File: src/rtl/readout_pkg.sv
// readout_pkg: shared definitions for the capture-buffer reader and the capture
// write controller (state encoding, default geometry).
package readout_pkg;

  // Default sample RAM address width (buffer depth = 2**ADDR_W).
  localparam int DEFAULT_ADDR_W  = 11;
  // Default RAM read latency in clock cycles (legal range 1..3).
  localparam int DEFAULT_RAM_LAT = 1;

  // Reader FSM state encoding, shared with the write side for status reporting.
  typedef enum logic [2:0] {
    ST_IDLE    = 3'd0,
    ST_SETUP   = 3'd1,
    ST_FETCH   = 3'd2,
    ST_WAIT    = 3'd3,
    ST_PRESENT = 3'd4,
    ST_DONE    = 3'd5
  } rd_state_t;

  // Wait-counter terminal value for a given RAM latency.
  function automatic logic [1:0] wait_last(input int ram_lat);
    return 2'(ram_lat - 1);
  endfunction

endpackage

File: src/rtl/sample_readout_if.sv
// sample_readout_if: control, RAM-read and MCU-port signals of the sample reader.
// The slave modport is the reader itself; the master modport is its environment
// (trigger logic, sample RAM and MCU port).
interface sample_readout_if #(
  parameter int ADDR_W = readout_pkg::DEFAULT_ADDR_W
);
  // readout control
  logic              Start_Read;
  logic              Abort;
  logic [ADDR_W-1:0] Trig_Addr;
  logic [ADDR_W-1:0] Pretrig;
  logic [ADDR_W:0]   Read_Len;
  logic              Chan_Sel;
  // sample RAM read port
  logic [7:0]        RAM_DATA_A;
  logic [7:0]        RAM_DATA_B;
  logic [ADDR_W-1:0] RAM_ADDR;
  logic              RAM_RD_EN;
  // MCU data port
  logic              MCU_RD;
  logic [7:0]        DATA_OUT;
  logic              Data_Valid;
  logic              Busy;
  logic              Done;

  modport master (
    output Start_Read, Abort, Trig_Addr, Pretrig, Read_Len, Chan_Sel,
    output RAM_DATA_A, RAM_DATA_B, MCU_RD,
    input  RAM_ADDR, RAM_RD_EN, DATA_OUT, Data_Valid, Busy, Done
  );

  modport slave (
    input  Start_Read, Abort, Trig_Addr, Pretrig, Read_Len, Chan_Sel,
    input  RAM_DATA_A, RAM_DATA_B, MCU_RD,
    output RAM_ADDR, RAM_RD_EN, DATA_OUT, Data_Valid, Busy, Done
  );

endinterface

File: src/rtl/readout_addr_gen.sv
// readout_addr_gen: start address (trigger minus pretrigger, modulo buffer depth),
// wrapping address increment and remaining-sample counter for the reader.
module readout_addr_gen #(
  parameter int ADDR_W = readout_pkg::DEFAULT_ADDR_W
) (
  input  logic              CLK,
  input  logic              RST,
  input  logic              load,       // take start address and length
  input  logic              step,       // one address consumed
  input  logic [ADDR_W-1:0] trig_addr,
  input  logic [ADDR_W-1:0] pretrig,
  input  logic [ADDR_W:0]   read_len,
  output logic [ADDR_W-1:0] addr,
  output logic              cnt_last    // current address is the final one
);

  logic [ADDR_W-1:0] addr_q, addr_d;
  logic [ADDR_W:0]   cnt_q, cnt_d;

  // Next address/count: subtraction and increment both wrap naturally at ADDR_W bits.
  always_comb begin
    addr_d = addr_q;
    cnt_d  = cnt_q;
    if (load) begin
      addr_d = trig_addr - pretrig;
      cnt_d  = read_len;
    end else if (step) begin
      addr_d = addr_q + ADDR_W'(1);
      cnt_d  = cnt_q - (ADDR_W + 1)'(1);
    end
  end

  // Address and count registers.
  always_ff @(posedge CLK or posedge RST) begin
    if (RST) begin
      addr_q <= '0;
      cnt_q  <= '0;
    end else begin
      addr_q <= addr_d;
      cnt_q  <= cnt_d;
    end
  end

  assign addr     = addr_q;
  assign cnt_last = (cnt_q == (ADDR_W + 1)'(1));

endmodule

File: src/rtl/sample_readout.sv
// sample_readout: after a trigger, streams stored samples from the circular sample
// RAM to the MCU, starting Pretrig samples before the trigger address, one byte per
// MCU_RD strobe.
// Build option: define INTERLEAVE_AB_EN to emit channel A then channel B for every
// address from a single RAM read; otherwise one byte per address chosen by Chan_Sel.
module sample_readout
  import readout_pkg::*;
#(
  parameter int ADDR_W  = DEFAULT_ADDR_W,
  parameter int RAM_LAT = DEFAULT_RAM_LAT
) (
  input logic CLK,
  input logic RST,
  sample_readout_if.slave bus
);

  localparam logic [1:0] WAIT_LAST = wait_last(RAM_LAT);

  rd_state_t         state_q, state_d;
  logic [ADDR_W-1:0] trig_q, trig_d;
  logic [ADDR_W-1:0] pretrig_q, pretrig_d;
  logic [ADDR_W:0]   len_q, len_d;
  logic [ADDR_W-1:0] ram_addr_q, ram_addr_d;
  logic [1:0]        wait_q, wait_d;
  logic [7:0]        data_q, data_d;
  logic              gen_load, gen_step, gen_last;
  logic [ADDR_W-1:0] gen_addr;
`ifdef INTERLEAVE_AB_EN
  logic [7:0]        data_b_q, data_b_d;   // B byte of the current address
  logic              second_q, second_d;   // B byte is the one on DATA_OUT
  logic              gap_q, gap_d;         // one idle cycle between A and B
`else
  logic              chan_q, chan_d;
`endif

  readout_addr_gen #(.ADDR_W(ADDR_W)) u_addr_gen (
    .CLK       (CLK),
    .RST       (RST),
    .load      (gen_load),
    .step      (gen_step),
    .trig_addr (trig_q),
    .pretrig   (pretrig_q),
    .read_len  (len_q),
    .addr      (gen_addr),
    .cnt_last  (gen_last)
  );

  // Next-state and datapath control; Abort overrides every state.
  always_comb begin
    state_d    = state_q;
    trig_d     = trig_q;
    pretrig_d  = pretrig_q;
    len_d      = len_q;
    ram_addr_d = ram_addr_q;
    wait_d     = wait_q;
    data_d     = data_q;
    gen_load   = 1'b0;
    gen_step   = 1'b0;
`ifdef INTERLEAVE_AB_EN
    data_b_d   = data_b_q;
    second_d   = second_q;
    gap_d      = gap_q;
`else
    chan_d     = chan_q;
`endif

    if (bus.Abort) begin
      state_d = ST_IDLE;
`ifdef INTERLEAVE_AB_EN
      second_d = 1'b0;
      gap_d    = 1'b0;
`endif
    end else begin
      case (state_q)
        ST_IDLE: begin
          if (bus.Start_Read) begin
            trig_d    = bus.Trig_Addr;
            pretrig_d = bus.Pretrig;
            len_d     = bus.Read_Len;
`ifndef INTERLEAVE_AB_EN
            chan_d    = bus.Chan_Sel;
`endif
            state_d   = ST_SETUP;
          end
        end
        ST_SETUP: begin
          gen_load = 1'b1;
          state_d  = (len_q == '0) ? ST_DONE : ST_FETCH;
        end
        ST_FETCH: begin
          ram_addr_d = gen_addr;
          wait_d     = '0;
          state_d    = ST_WAIT;
        end
        ST_WAIT: begin
          if (wait_q == WAIT_LAST) begin
`ifdef INTERLEAVE_AB_EN
            data_d   = bus.RAM_DATA_A;
            data_b_d = bus.RAM_DATA_B;
            second_d = 1'b0;
            gap_d    = 1'b0;
`else
            data_d   = chan_q ? bus.RAM_DATA_B : bus.RAM_DATA_A;
`endif
            state_d  = ST_PRESENT;
          end else begin
            wait_d = wait_q + 2'd1;
          end
        end
        ST_PRESENT: begin
`ifdef INTERLEAVE_AB_EN
          if (gap_q) begin
            gap_d = 1'b0;
          end else if (bus.MCU_RD) begin
            if (!second_q) begin
              data_d   = data_b_q;
              second_d = 1'b1;
              gap_d    = 1'b1;
            end else begin
              second_d = 1'b0;
              gen_step = 1'b1;
              state_d  = gen_last ? ST_DONE : ST_FETCH;
            end
          end
`else
          if (bus.MCU_RD) begin
            gen_step = 1'b1;
            state_d  = gen_last ? ST_DONE : ST_FETCH;
          end
`endif
        end
        ST_DONE: begin
          state_d = ST_IDLE;
        end
        default: begin
          state_d = ST_IDLE;
        end
      endcase
    end
  end

  // State and datapath registers.
  always_ff @(posedge CLK or posedge RST) begin
    if (RST) begin
      state_q    <= ST_IDLE;
      trig_q     <= '0;
      pretrig_q  <= '0;
      len_q      <= '0;
      ram_addr_q <= '0;
      wait_q     <= '0;
      data_q     <= '0;
`ifdef INTERLEAVE_AB_EN
      data_b_q   <= '0;
      second_q   <= 1'b0;
      gap_q      <= 1'b0;
`else
      chan_q     <= 1'b0;
`endif
    end else begin
      state_q    <= state_d;
      trig_q     <= trig_d;
      pretrig_q  <= pretrig_d;
      len_q      <= len_d;
      ram_addr_q <= ram_addr_d;
      wait_q     <= wait_d;
      data_q     <= data_d;
`ifdef INTERLEAVE_AB_EN
      data_b_q   <= data_b_d;
      second_q   <= second_d;
      gap_q      <= gap_d;
`else
      chan_q     <= chan_d;
`endif
    end
  end

  // Outputs decode from registered state; RAM_ADDR holds the last fetched address.
  always_comb begin
    bus.RAM_RD_EN = (state_q == ST_FETCH);
    bus.RAM_ADDR  = (state_q == ST_FETCH) ? gen_addr : ram_addr_q;
    bus.DATA_OUT  = data_q;
`ifdef INTERLEAVE_AB_EN
    bus.Data_Valid = (state_q == ST_PRESENT) && !gap_q;
`else
    bus.Data_Valid = (state_q == ST_PRESENT);
`endif
    bus.Busy      = (state_q != ST_IDLE);
    bus.Done      = (state_q == ST_DONE);
  end

endmodule

File: src/flat_wrapper.sv
// flat-port wrapper written by rule: the top's interface ports become plain ports
module sample_readout_flat import readout_pkg::*;
#(
  parameter int ADDR_W  = DEFAULT_ADDR_W,
  parameter int RAM_LAT = DEFAULT_RAM_LAT
)
  (CLK, RST, bus_Start_Read, bus_Abort, bus_Trig_Addr, bus_Pretrig, bus_Read_Len, bus_Chan_Sel, bus_RAM_DATA_A, bus_RAM_DATA_B, bus_MCU_RD, bus_RAM_ADDR, bus_RAM_RD_EN, bus_DATA_OUT, bus_Data_Valid, bus_Busy, bus_Done);
  sample_readout_if #(.ADDR_W(ADDR_W)) bus_i ();
  input logic CLK;
  input logic RST;
  input wire logic [$bits(bus_i.Start_Read)-1:0] bus_Start_Read;
  input wire logic [$bits(bus_i.Abort)-1:0] bus_Abort;
  input wire logic [$bits(bus_i.Trig_Addr)-1:0] bus_Trig_Addr;
  input wire logic [$bits(bus_i.Pretrig)-1:0] bus_Pretrig;
  input wire logic [$bits(bus_i.Read_Len)-1:0] bus_Read_Len;
  input wire logic [$bits(bus_i.Chan_Sel)-1:0] bus_Chan_Sel;
  input wire logic [$bits(bus_i.RAM_DATA_A)-1:0] bus_RAM_DATA_A;
  input wire logic [$bits(bus_i.RAM_DATA_B)-1:0] bus_RAM_DATA_B;
  input wire logic [$bits(bus_i.MCU_RD)-1:0] bus_MCU_RD;
  output wire logic [$bits(bus_i.RAM_ADDR)-1:0] bus_RAM_ADDR;
  output wire logic [$bits(bus_i.RAM_RD_EN)-1:0] bus_RAM_RD_EN;
  output wire logic [$bits(bus_i.DATA_OUT)-1:0] bus_DATA_OUT;
  output wire logic [$bits(bus_i.Data_Valid)-1:0] bus_Data_Valid;
  output wire logic [$bits(bus_i.Busy)-1:0] bus_Busy;
  output wire logic [$bits(bus_i.Done)-1:0] bus_Done;
  assign bus_i.Start_Read = bus_Start_Read;
  assign bus_i.Abort = bus_Abort;
  assign bus_i.Trig_Addr = bus_Trig_Addr;
  assign bus_i.Pretrig = bus_Pretrig;
  assign bus_i.Read_Len = bus_Read_Len;
  assign bus_i.Chan_Sel = bus_Chan_Sel;
  assign bus_i.RAM_DATA_A = bus_RAM_DATA_A;
  assign bus_i.RAM_DATA_B = bus_RAM_DATA_B;
  assign bus_i.MCU_RD = bus_MCU_RD;
  assign bus_RAM_ADDR = bus_i.RAM_ADDR;
  assign bus_RAM_RD_EN = bus_i.RAM_RD_EN;
  assign bus_DATA_OUT = bus_i.DATA_OUT;
  assign bus_Data_Valid = bus_i.Data_Valid;
  assign bus_Busy = bus_i.Busy;
  assign bus_Done = bus_i.Done;
  sample_readout #(.ADDR_W(ADDR_W), .RAM_LAT(RAM_LAT)) u_core (.CLK(CLK), .RST(RST), .bus(bus_i));
endmodule
File: config.mk
export PLATFORM = sky130hd
export DESIGN_NAME = sample_readout_flat
export DESIGN_NICKNAME = d
export VERILOG_FILES = /design/src/rtl/readout_pkg.sv /design/src/rtl/sample_readout_if.sv /design/src/rtl/readout_addr_gen.sv /design/src/rtl/sample_readout.sv /design/src/flat_wrapper.sv
export SDC_FILE = /design/constraint.sdc
export NUM_CORES = 1
export LEC_CHECK = 0
export ABC_AREA = 1
export ABC_CLOCK_PERIOD_IN_PS = 2500
export CAP_MARGIN = 10
export CORE_ASPECT_RATIO = 1.1
export CORE_MARGIN = 10
export CORE_UTILIZATION = 30
export DETAILED_ROUTE_END_ITERATION = 7
export SETUP_SLACK_MARGIN = 0.4
export SYNTH_ARGS = -nofsm -noshare
export SYNTH_HDL_FRONTEND = slang
export SYNTH_SLANG_ARGS = --single-unit
File: constraint.sdc
create_clock -name CLK -period 2.5 [get_ports CLK]
set_input_delay 0.375 -clock CLK [delete_from_list [all_inputs] [get_ports CLK]]
set_output_delay 0.375 -clock CLK [all_outputs]
set_load 0.02 [all_outputs]
# Yosys cells after proc, flatten, opt, wreduce, memory -nomap -nowiden
# Index checks and enable logic that the tools add are counted.
# totals
reg_bits	82
in_bits	56
out_inout_bits	23
elab_cells	55
# classes
add_sub_neg	4
eq_ne	10
mux	20
n_bitwise	1
n_reduce_logical	10
# ops
op	count
$mux W11	3
$mux W12	2
$mux W3	6
$pmux W3 S5	1
$eq A12 B1 Y1 const B	1
$logic_not A12 Y1	1
$reduce_and A3 Y1	4
$sub A12 B1 Y12 const B	1
$add A11 B1 Y11 const B	1
$sub A11 B11 Y11	1
$mux W8	1
$eq A3 B2 Y1 const B	2
$eq A3 B3 Y1 const B	2
$ne A3 B3 Y1 const B	2
$mux W1	5
$pmux W2 S2	1
$reduce_bool A2 Y1	2
$eq A3 B1 Y1 const B	1
$logic_not A3 Y1	1
$ne A3 B2 Y1 const B	1
$reduce_bool A3 Y1	1
$add A2 B1 Y2 const B	1
$logic_not A2 Y1	1
$mux W2	1
2 further kinds	2

# Depth between registers and ports, before layout
# logic_depth
word_depth	5
ltp_mapped	12

# Cells and area by module
# Synthesis repeated with hierarchy kept, for this count alone.
# hier_totals
cells_unflattened	635
area_unflattened_um2	4795.8
# modules_own_cells
mod	n_inst	cells_per_inst	area_each_um2
sample_readout	1	324	2748.9
readout_addr_gen	1	311	2047.0

# Worst setup path before layout
# Ideal clock, no wire load.
# synth_timing
path_kind	register -> output
start	reg u_core.state_q[2]
end	out bus_RAM_ADDR[0]
t_arrival_ns	1.802
t_required_ns	2.125
slack_ns	0.323
path_stages_with_launch	7
path_cell_list	dfrtp_1 -> inv_1 -> nand2_1 -> nor2_1 -> inv_2 -> clkbuf_1 -> o21ai_0
# synth_between
elab_chain_len	2
# synth_lines
element	line	text
from (decl)	sample_readout.sv:19	rd_state_t state_q, state_d;
from (signal assigned)	sample_readout.sv:160	state_q <= state_d;
$eq A3 B2 Y1	--	
named net bus_RAM_RD_EN	flat_wrapper.sv:21	output wire logic [$bits(bus_i.RAM_RD_EN)-1:0] bus_RAM_RD_EN;
$mux W11	sample_readout.sv:180	bus.RAM_ADDR = (state_q == ST_FETCH) ? gen_addr : ram_addr_q;
to (decl)	flat_wrapper.sv:20	output wire logic [$bits(bus_i.RAM_ADDR)-1:0] bus_RAM_ADDR;
# The timed path passes the listed nets, and every way through them passes these cells.

# Worst setup path in the final report
# layout_timing
start	reg u_core.state_q[0]
end	out bus_RAM_ADDR[6]
# layout_between
elab_chain_len	2
# layout_lines
element	line
$eq A3 B2 Y1	sample_readout.sv:180
$mux W11	sample_readout.sv:180
# Every way passes these cells.

==> key figures <==
Run status
  – Status: completed

Setup path
  – Worst path max stage delay: 0.44 ns
  – Startpoint Class: flop
  – Critical path required time: 2.12 ns
  – WP data arrival: 1.59 ns
  – CP Buf/Inv Count: 3
  – Crit-path cells: inv_2, nand2_2, nor2_4, inv_4, o21ai_0, buf_2
  – Crit Path Class: flop to output pin
  – Crit-path slowest cell: dfrtp_1
  – CP Capture Type: output pin
  – Top cell family by delay on the critical path: flip-flops
  – Critical path fanouts, max: 24

Detailed routing
  – DR pass1 iterations: 4
  – DR vias/cell: 4.59
  – Initial drt markers: 215
  – Via Count: 3928
  – Drt wl/cell: 13.5 um
  – DRT Wirelength: 11.5 mm
  – DR DRC count: 0
  – DRT antenna net count: 0

Floorplan
  – Ports: 79
  – DIE AREA: 0.0211 mm2
  – Die span in x: 139 um
  – Core area: 0.0152 mm2
  – DIE HEIGHT: 151 um
  – # rows: 47
  – Initial cell density of the core: 30.9%

Clock network
  – Clock Path Buffers: 2
  – H-tree depth: 3
  – CTS tree: built
  – Worst-path clk slew: 0.06 ns
  – Clk Latency, worst-skew pair: 0.34 ns
  – Hold Buf Count CTS: 0
  – TritonCTS buffer count: 9
  – Clk root buf: clkbuf_16
  – # clock sinks: 82

STA
  – Final setup fails: 0
  – Min Hold Slack: 0.306 ns
  – Fin. max-slew vios: 0
  – Fmax: 510 MHz
  – Worst-margin pin slew: 0.566 ns
  – Period utilisation layout: 78.5%
  – Layout Skew: 0.00907 ns
  – Min Tclk post-route: 1.96 ns
  – RSZ-0062 raised after global routing: no
  – Setup TNS: 0 ns
  – Final Hold Viols: 0
  – Slew margin rel.: 62.1%

Yosys
  – Mapped Cells: 574
  – Seq/Total Area, Yosys: 43.6%
  – Synth area leaders: dfrtp_1 44%, nand2_1 11%, inv_1 6.0%
  – Yosys top cell area share: 43.6%
  – Yosys reg bits: 82
  – Average size of a mapped cell: 8.21 um2
  – Warnings from Yosys: 0
  – Area leader, netlist: dfrtp_1
  – Synth cell types: 36
  – Net count after synthesis: 645
  – Synthesized area: 0.00471 mm2

Power
  – Pleak: 2.89 nW
  – Post-layout total power: 6.04 mW
  – Pwr/cell area: 1010 mW/mm2
  – Peak supply drop: 0.400 mV

Layout
  – Final design utilization: 39.1%
  – Layout net count: 726
  – Area Overhead vs Synth: 26.6%
  – Number of antenna diodes: 0
  – Commonest cells after routing, fill and taps aside: 137 x nand2_1, 82 x dfrtp_1, 72 x inv_1
  – Share of layout cells above drive strength 1: 11.2%
  – Most common cell after layout, fill and taps aside: nand2_1
  – Fin cells: 856

Global routing
  – Initial antenna violation count: 0
  – First-pass GRT wire length: 19.2 mm
  – Total track usage: 11.0%
  – Largest net degree at the start of global routing: 52
  – Vias in the first global route: 3880
  – GRT overflow: 0

Place
  – Dpl hpwl: 8.96 mm
  – # port buffers: 78
  – DP Cell Count: 838
  – RD Place Congestion: 0.894

Hold path
  – Hold crit path type: input pin to async pin

Flow run
  – Max-cap violations: 0
[final cells by class]
cell class	count	area (um2)
clock buffer	11	233
fill	1546	9270
inverter	80	307
timing repair buffer	86	818
clock inverter	5	55.1
multi-input combinational	396	2250
tap	196	245
sequential	82	2050
[flip-flops by register name, summed over array words and instances (netlist names)]
register,flops
u_core.len_q,12
u_core.u_addr_gen.cnt_q,12
u_core.pretrig_q,11
u_core.ram_addr_q,11
u_core.trig_q,11
u_core.u_addr_gen.addr,11
u_core.bus.DATA_OUT,8
u_core.state_q,3
u_core.wait_q,2
u_core.chan_q,1
[timing repair]
action                     CTS  global route
setup endpoints to repair   15            14
gates resized for setup     60             7
buffers inserted             1             1
pin swaps                    1             1
[per-layer routing]
layer | vias up | GRT usage (%) | part of all wire, %
li1 | 2033 | - | -
met1 | 1797 | 14.2 | 49
met2 | 85 | 17.5 | 45
met3 | 13 | 2.44 | 4.4
met4 | 0 | 4.75 | 1.7
met5 | - | 0 | 0
[synthesized netlist by cell type (all sizes together)]
cell      n
or2       3
fa        1
nand3    49
nand4     7
a21oi    26
o21bai    1
nor2     50
nor3      9
o21a      8
a22oi     1
nand2   140
o31ai     1
mux2     19
clkbuf    5
a21o      1
o21ai    37
xor2      7
dfrtp    82
o221ai    8
ha       14
inv      80
o211ai    5
buf      11
o22ai     2
xnor2     7
[cell families (layout without fill, tap and decap cells)]
group | after synthesis | after routing | synth area share [%]
flops | 82 | 82 | 43.6
simple gates | 258 | 258 | 23.7
xor+xnor | 14 | 14 | 2.60
mux | 19 | 19 | 5.90
compound gates | 90 | 90 | 11.2
fa+ha+maj | 15 | 15 | 4.14
buf+inv | 96 | 182 | 8.90
[power by group]
| part | total, mW | internal (mW) | switching (mW) |
|---|---|---|---|
| clock | 1.30 | 0.771 | 0.530 |
| combinational | 2.56 | 1.11 | 1.46 |
| sequential | 2.17 | 1.82 | 0.359 |
| total | 6.04 | 3.69 | 2.35 |
[stage by stage]
step / worst slack, ns / area [um2]
final: 0.538 / 5960
after global routing: 0.402 / 5960
after CTS: 0.302 / 5950
after detailed placement: 0.238 / 5700
after global placement: 0.315 / 5700
after floorplan: 0.360 / 4710
[worst paths after layout]
check                      depth (start not counted)                    from  slack (ns)                   endpoint
setup / recovery                                   6       u_core.state_q[0]        0.54            bus_RAM_ADDR[6]
hold / removal                                     2                     RST        0.31       u_core.ram_addr_q[3]
setup reg to reg                                  10     u_core.pretrig_q[0]        0.56  u_core.u_addr_gen.addr[4]
hold reg to reg                                    1  u_core.bus.DATA_OUT[6]        0.49     u_core.bus.DATA_OUT[6]
max in group asynchronous                          3                     RST        1.69            u_core.len_q[3]
min in group CLK                                   1  u_core.bus.DATA_OUT[6]        0.49     u_core.bus.DATA_OUT[6]
No activity file was read; power rests on OpenSTA's default activity.
